===== src/rtl/median_filter_pkg.sv =====
// Shared types for the 3x3 streaming median filter: pixel width, pixel and column types.
package median_filter_pkg;
  localparam int PIX_W = 5;
  localparam int ROWS  = 3;
  localparam int COLS  = 3;

  typedef logic [PIX_W-1:0] pixel_t;
  typedef pixel_t [ROWS-1:0] col_t;
endpackage


===== src/rtl/median_filter_if.sv =====
// Column-in / median-out stream between the column reader and the median filter.
interface median_filter_if;
  import median_filter_pkg::*;

  pixel_t pixel_in1;
  pixel_t pixel_in2;
  pixel_t pixel_in3;
  logic   enable;
  pixel_t pixel_out;
  logic   readable;

  modport master (
    output pixel_in1, pixel_in2, pixel_in3, enable,
    input  pixel_out, readable
  );

  modport slave (
    input  pixel_in1, pixel_in2, pixel_in3, enable,
    output pixel_out, readable
  );
endinterface


===== src/rtl/median_sort3.sv =====
// Three-input sorting network of three compare-exchanges: min / median / max.
module median_sort3
  import median_filter_pkg::*;
(
  input  pixel_t a_i,
  input  pixel_t b_i,
  input  pixel_t c_i,
  output pixel_t lo_o,
  output pixel_t mid_o,
  output pixel_t hi_o
);
  pixel_t x_lo, x_hi, y_lo;

  always_comb begin
    x_lo  = (a_i  < b_i)  ? a_i  : b_i;
    x_hi  = (a_i  < b_i)  ? b_i  : a_i;
    y_lo  = (x_hi < c_i)  ? x_hi : c_i;
    hi_o  = (x_hi < c_i)  ? c_i  : x_hi;
    lo_o  = (x_lo < y_lo) ? x_lo : y_lo;
    mid_o = (x_lo < y_lo) ? y_lo : x_lo;
  end
endmodule


===== src/rtl/median_filter.sv =====
// 3x3 median over the last three columns; window shifts every clock, median is combinational
// from the window registers, readable is enable delayed by one edge.
module median_filter
  import median_filter_pkg::*;
(
  input  logic            clk,
  input  logic            reset,
  median_filter_if.slave  bus
);
  col_t [COLS-1:0] win_q, win_d;
  logic            rdy_q;
  col_t            col_in;

  assign col_in = {bus.pixel_in1, bus.pixel_in2, bus.pixel_in3};

  // Index 0 is the newest column; the oldest falls off the top.
  always_comb begin
    win_d = {win_q[COLS-2:0], col_in};
  end

  always_ff @(posedge clk or negedge reset) begin
    if (!reset) begin
      win_q <= '0;
      rdy_q <= 1'b0;
    end else begin
      win_q <= win_d;
      rdy_q <= bus.enable;
    end
  end

  pixel_t [COLS-1:0] c_lo, c_mid, c_hi;

  for (genvar g = 0; g < COLS; g++) begin : g_col
    median_sort3 u_sort (
      .a_i  (win_q[g][0]),
      .b_i  (win_q[g][1]),
      .c_i  (win_q[g][2]),
      .lo_o (c_lo[g]),
      .mid_o(c_mid[g]),
      .hi_o (c_hi[g])
    );
  end

  // Median of nine = median(max of column mins, median of column medians, min of column maxes).
  pixel_t max_lo, med_mid, min_hi;
  pixel_t lo_a, lo_b, mi_a, mi_b, hi_a, hi_b, fin_a, fin_b;

  median_sort3 u_grp_lo (.a_i(c_lo[0]),  .b_i(c_lo[1]),  .c_i(c_lo[2]),
                         .lo_o(lo_a),   .mid_o(lo_b),    .hi_o(max_lo));
  median_sort3 u_grp_mid(.a_i(c_mid[0]), .b_i(c_mid[1]), .c_i(c_mid[2]),
                         .lo_o(mi_a),   .mid_o(med_mid), .hi_o(mi_b));
  median_sort3 u_grp_hi (.a_i(c_hi[0]),  .b_i(c_hi[1]),  .c_i(c_hi[2]),
                         .lo_o(min_hi), .mid_o(hi_a),    .hi_o(hi_b));
  median_sort3 u_final  (.a_i(max_lo),   .b_i(med_mid),  .c_i(min_hi),
                         .lo_o(fin_a),  .mid_o(bus.pixel_out), .hi_o(fin_b));

  logic unused_grp;
  assign unused_grp = ^{lo_a, lo_b, mi_a, mi_b, hi_a, hi_b, fin_a, fin_b};

  assign bus.readable = rdy_q;
endmodule


===== src/flat_wrapper.sv =====
// flat-port wrapper written by rule: the top's interface ports become plain ports
module median_filter_flat import median_filter_pkg::*;
  (clk, reset, bus_pixel_in1, bus_pixel_in2, bus_pixel_in3, bus_enable, bus_pixel_out, bus_readable);
  median_filter_if bus_i ();
  input  logic clk;
  input  logic reset;
  input wire logic [$bits(bus_i.pixel_in1)-1:0] bus_pixel_in1;
  input wire logic [$bits(bus_i.pixel_in2)-1:0] bus_pixel_in2;
  input wire logic [$bits(bus_i.pixel_in3)-1:0] bus_pixel_in3;
  input wire logic [$bits(bus_i.enable)-1:0] bus_enable;
  output wire logic [$bits(bus_i.pixel_out)-1:0] bus_pixel_out;
  output wire logic [$bits(bus_i.readable)-1:0] bus_readable;
  assign bus_i.pixel_in1 = bus_pixel_in1;
  assign bus_i.pixel_in2 = bus_pixel_in2;
  assign bus_i.pixel_in3 = bus_pixel_in3;
  assign bus_i.enable = bus_enable;
  assign bus_pixel_out = bus_i.pixel_out;
  assign bus_readable = bus_i.readable;
  median_filter u_core (.clk(clk), .reset(reset), .bus(bus_i));
endmodule

===== config.mk =====
export PLATFORM = sky130hd
export DESIGN_NAME = median_filter_flat
export DESIGN_NICKNAME = d
export VERILOG_FILES = /design/src/rtl/median_filter_pkg.sv /design/src/rtl/median_filter_if.sv /design/src/rtl/median_sort3.sv /design/src/rtl/median_filter.sv /design/src/flat_wrapper.sv
export SDC_FILE = /design/constraint.sdc
export NUM_CORES = 1
export LEC_CHECK = 0
export CAP_MARGIN = 15
export CORE_UTILIZATION = 25
export CTS_BUF_LIST = sky130_fd_sc_hd__clkbuf_16
export CTS_CLUSTER_DIAMETER = 120
export CTS_CLUSTER_SIZE = 40
export DETAILED_ROUTE_END_ITERATION = 8
export PLACE_DENSITY_LB_ADDON = 0.15
export SYNTH_ARGS = -nofsm -noshare
export SYNTH_HDL_FRONTEND = slang
export SYNTH_HIERARCHICAL = 1
export SYNTH_SLANG_ARGS = --single-unit

===== constraint.sdc =====
create_clock -name clk -period 16.3 [get_ports clk]
set_clock_uncertainty 0.05 [all_clocks]
set_input_delay 3.26 -clock clk [delete_from_list [all_inputs] [get_ports clk]]
set_output_delay 3.26 -clock clk [all_outputs]
set_load 0.01 [all_outputs]

==> results of run 1 <==
[per-stage QoR]
step | util (%) | TNS, ns | std cells | hold slack [ns] | area, um2
2_1_floorplan | - | 0 | 742 | 0.334 | 6480
3_3_place_gp | 27.8 | 0 | 1076 | 0.364 | 7050
3_5_place_dp | 27.8 | 0 | 1076 | 0.374 | 7050
4_1_cts | 28.5 | 0 | 1084 | 0.391 | 7220
5_1_grt | 29.4 | -0.148 | 1085 | 0.418 | 7440
6_report | 29.4 | 0 | 1085 | 0.393 | 7440
[placed cells by master (no fill, tap or decap), drive strengths merged, types with 13 or more instances in the layout]
cell / count
a21oi: 97
ha: 80
inv: 64
mux2: 52
dfrtp: 46
nand3: 40
o21ai: 38
and2: 30
nand2: 26
nor3: 26
buf: 23
clkdlybuf4s50: 22
o31ai: 22
a31oi: 20
nor2: 18
a21o: 16
o21a: 14
nand2b: 13
mux2i: 13
and4: 13
[worst max path at each step]
stage / from / end / cells past startpoint
after CTS: u_core/win_d[21] / bus_pixel_out[4] / 54
final: u_core/win_d[24] / bus_pixel_out[4] / 51
after global routing: u_core/win_d[22] / bus_pixel_out[4] / 55
after detailed placement: u_core/win_d[37] / bus_pixel_out[4] / 55
after floorplan: u_core/win_d[32] / bus_pixel_out[1] / 59
after global placement: u_core/win_d[37] / bus_pixel_out[4] / 54
[critical path, delay by kind of cell (launching register included)]
kind,cells,cell delay (ns)
DFF,1,0.41
adders and majority gates,9,2.64
AOI/OAI and AO/OA,22,4.55
and+or+nand+nor,12,2.22
buffers and inverters,5,0.98
muxes,3,1.20
[timing repair]
item / CTS / global route
resized for setup: 1 / 43
buffers inserted: 0 / 1
endpoints found under the setup margin: 4 / 5
pin swaps: 0 / 3
hold buffers: 0 / 0
[area by class of cell]
cell class | instances | area [um2]
tap | 330 | 413
clock inverter | 3 | 43.8
multi-input combinational | 593 | 5080
inverter | 63 | 236
sequential | 46 | 1150
fill | 2663 | 17900
clock buffer | 5 | 125
timing repair buffer | 45 | 390
[per-layer routing]
metal  vias up  routed length (um)  global-route usage [%]  share of wire (%)
li1       2790                   -                       -                  -
met1      2623                9140                    19.9                 50
met2        66                8750                    24.4                 48
met3        11                 299                    1.04                1.6
met4         0                 134                    2.25               0.73
met5         -                   0                       0                  0
[state kept, by name, summed over array words and instances (netlist names)]
register	count
u_core/bus.readable	1
u_core/win_q	15
u_core/win_d	30
==> results.yml, run 1 <==
outcome:
  status: "finished clean"
worst_setup_path:
  cp.arrival_ns: 12.32
  path_max_fanout: 9
  cpMaxStageDelayCell: "clkdlybuf4s50_1"
  r2r_setup_slack_ns: 15.57
  cpMostUsedCell: "ha_1"
  cp-end-kind: "output port"
  required_ns: 12.99
  r2r-start: "u_core/win_d[30]"
  start_kind: "flip-flop"
  critPathMaxStageDelay_ns: 0.56
  worst-r2r-cell-count: 1
  rr_endpoint: "u_core/win_q[30]"
  setup.worst_path.class: "flip-flop to output port"
routing:
  dr_total_vias: 5490
  firstDrtPassIters: 4
  antenna_violating_nets_post_route: 0
  vias_per_cell: 5.06
  routed_wl_um: 18300
  drtIter0Drc: 358
  drc_errors: 0
  post_drt_wl_per_cell_um: 16.9
floorplanning:
  io_pins: 24
  num_rows: 58
  die_w_um: 163
  core_area_mm2: 0.0253
  start_util_pct: 25.6
  die-area_mm2: 0.0266
  fp.dieH_um: 163
final_layout:
  insertedDiodeCount: 0
  final_nets: 852
  drive_gt1_share_pct: 24.6
  syn2layout_area_growth_pct: 14.8
synth:
  ys_warn_count: 6
  synth_nets: 840
  synth_area_per_cell_um2: 8.73
  mappedNetlistArea_mm2: 0.00648
  synthCells: 742
timing:
  tightest_slew_ns: 0.828
  hold_viol: 0
  finalMaxSlewViolations: 0
  final.setup.worst_slack_ns: 0.668
  period_needed_ns: 15.63
  fin_crit_sh_pct: 95.9
  fmax_mhz: 64.0
  maxSlewHeadroom_pct: 44.7
  setup_viol: 0
placed_design:
  pre_cts_slack_ns: 0.298
  numPortBuffers: 23
  place_congestion: 0.833
  hpwl_um: 15100
clock_network:
  insertion_delay_ns: 0.29
  numClockSinks: 46
  cts_max_level: 2
  clock_path_buffers: 2
  cts_root_buf: "clkbuf_16"
  cts_buffers: 5
  cts_tree: "yes"
  clk_pin_slew_ns: 0.07
run:
  cap_violations: 0
min_path:
  min_path_type: "flip-flop to flip-flop"
  holdPathEnd: "u_core/win_d[37]"
  min-delay-start: "u_core/win_d[22]"
  worst_hold_path.num_cells: 0
grt:
  grt_max_degree: 47
  antenna_found_initial: 0
  grtUsageTotal_pct: 14.3
  gr-total-overflow: 0
  grt_pass1_vias: 5463
  grt_pass1_wl_um: 30000
Power of run 1 is left out: the tool's default activity adds up to more than one toggle a clock period on the data nets, which glitch-free logic cannot reach.
==> run 2: changes to the inputs <==
--- a/config.mk
+++ b/config.mk
@@ -5,7 +5,7 @@
 export SDC_FILE = /design/constraint.sdc
 export NUM_CORES = 1
 export LEC_CHECK = 0
-export CAP_MARGIN = 15
+export CAP_MARGIN = 20
 export CORE_UTILIZATION = 25
 export CTS_BUF_LIST = sky130_fd_sc_hd__clkbuf_16
 export CTS_CLUSTER_DIAMETER = 120
==> results of run 2 <==
No change in the layout: final DEF, timing and power equal those of run 1.
Power of run 2 is left out for the same reason.
==> run 3: changes to the inputs <==
--- a/config.mk
+++ b/config.mk
@@ -12,6 +12,7 @@
 export CTS_CLUSTER_SIZE = 40
 export DETAILED_ROUTE_END_ITERATION = 8
 export PLACE_DENSITY_LB_ADDON = 0.15
+export SLEW_MARGIN = 20
 export SYNTH_ARGS = -nofsm -noshare
 export SYNTH_HDL_FRONTEND = slang
 export SYNTH_HIERARCHICAL = 1
==> results of run 3 <==
No change in the layout: final DEF, timing and power equal those of run 1.
Power of run 3 is left out for the same reason.
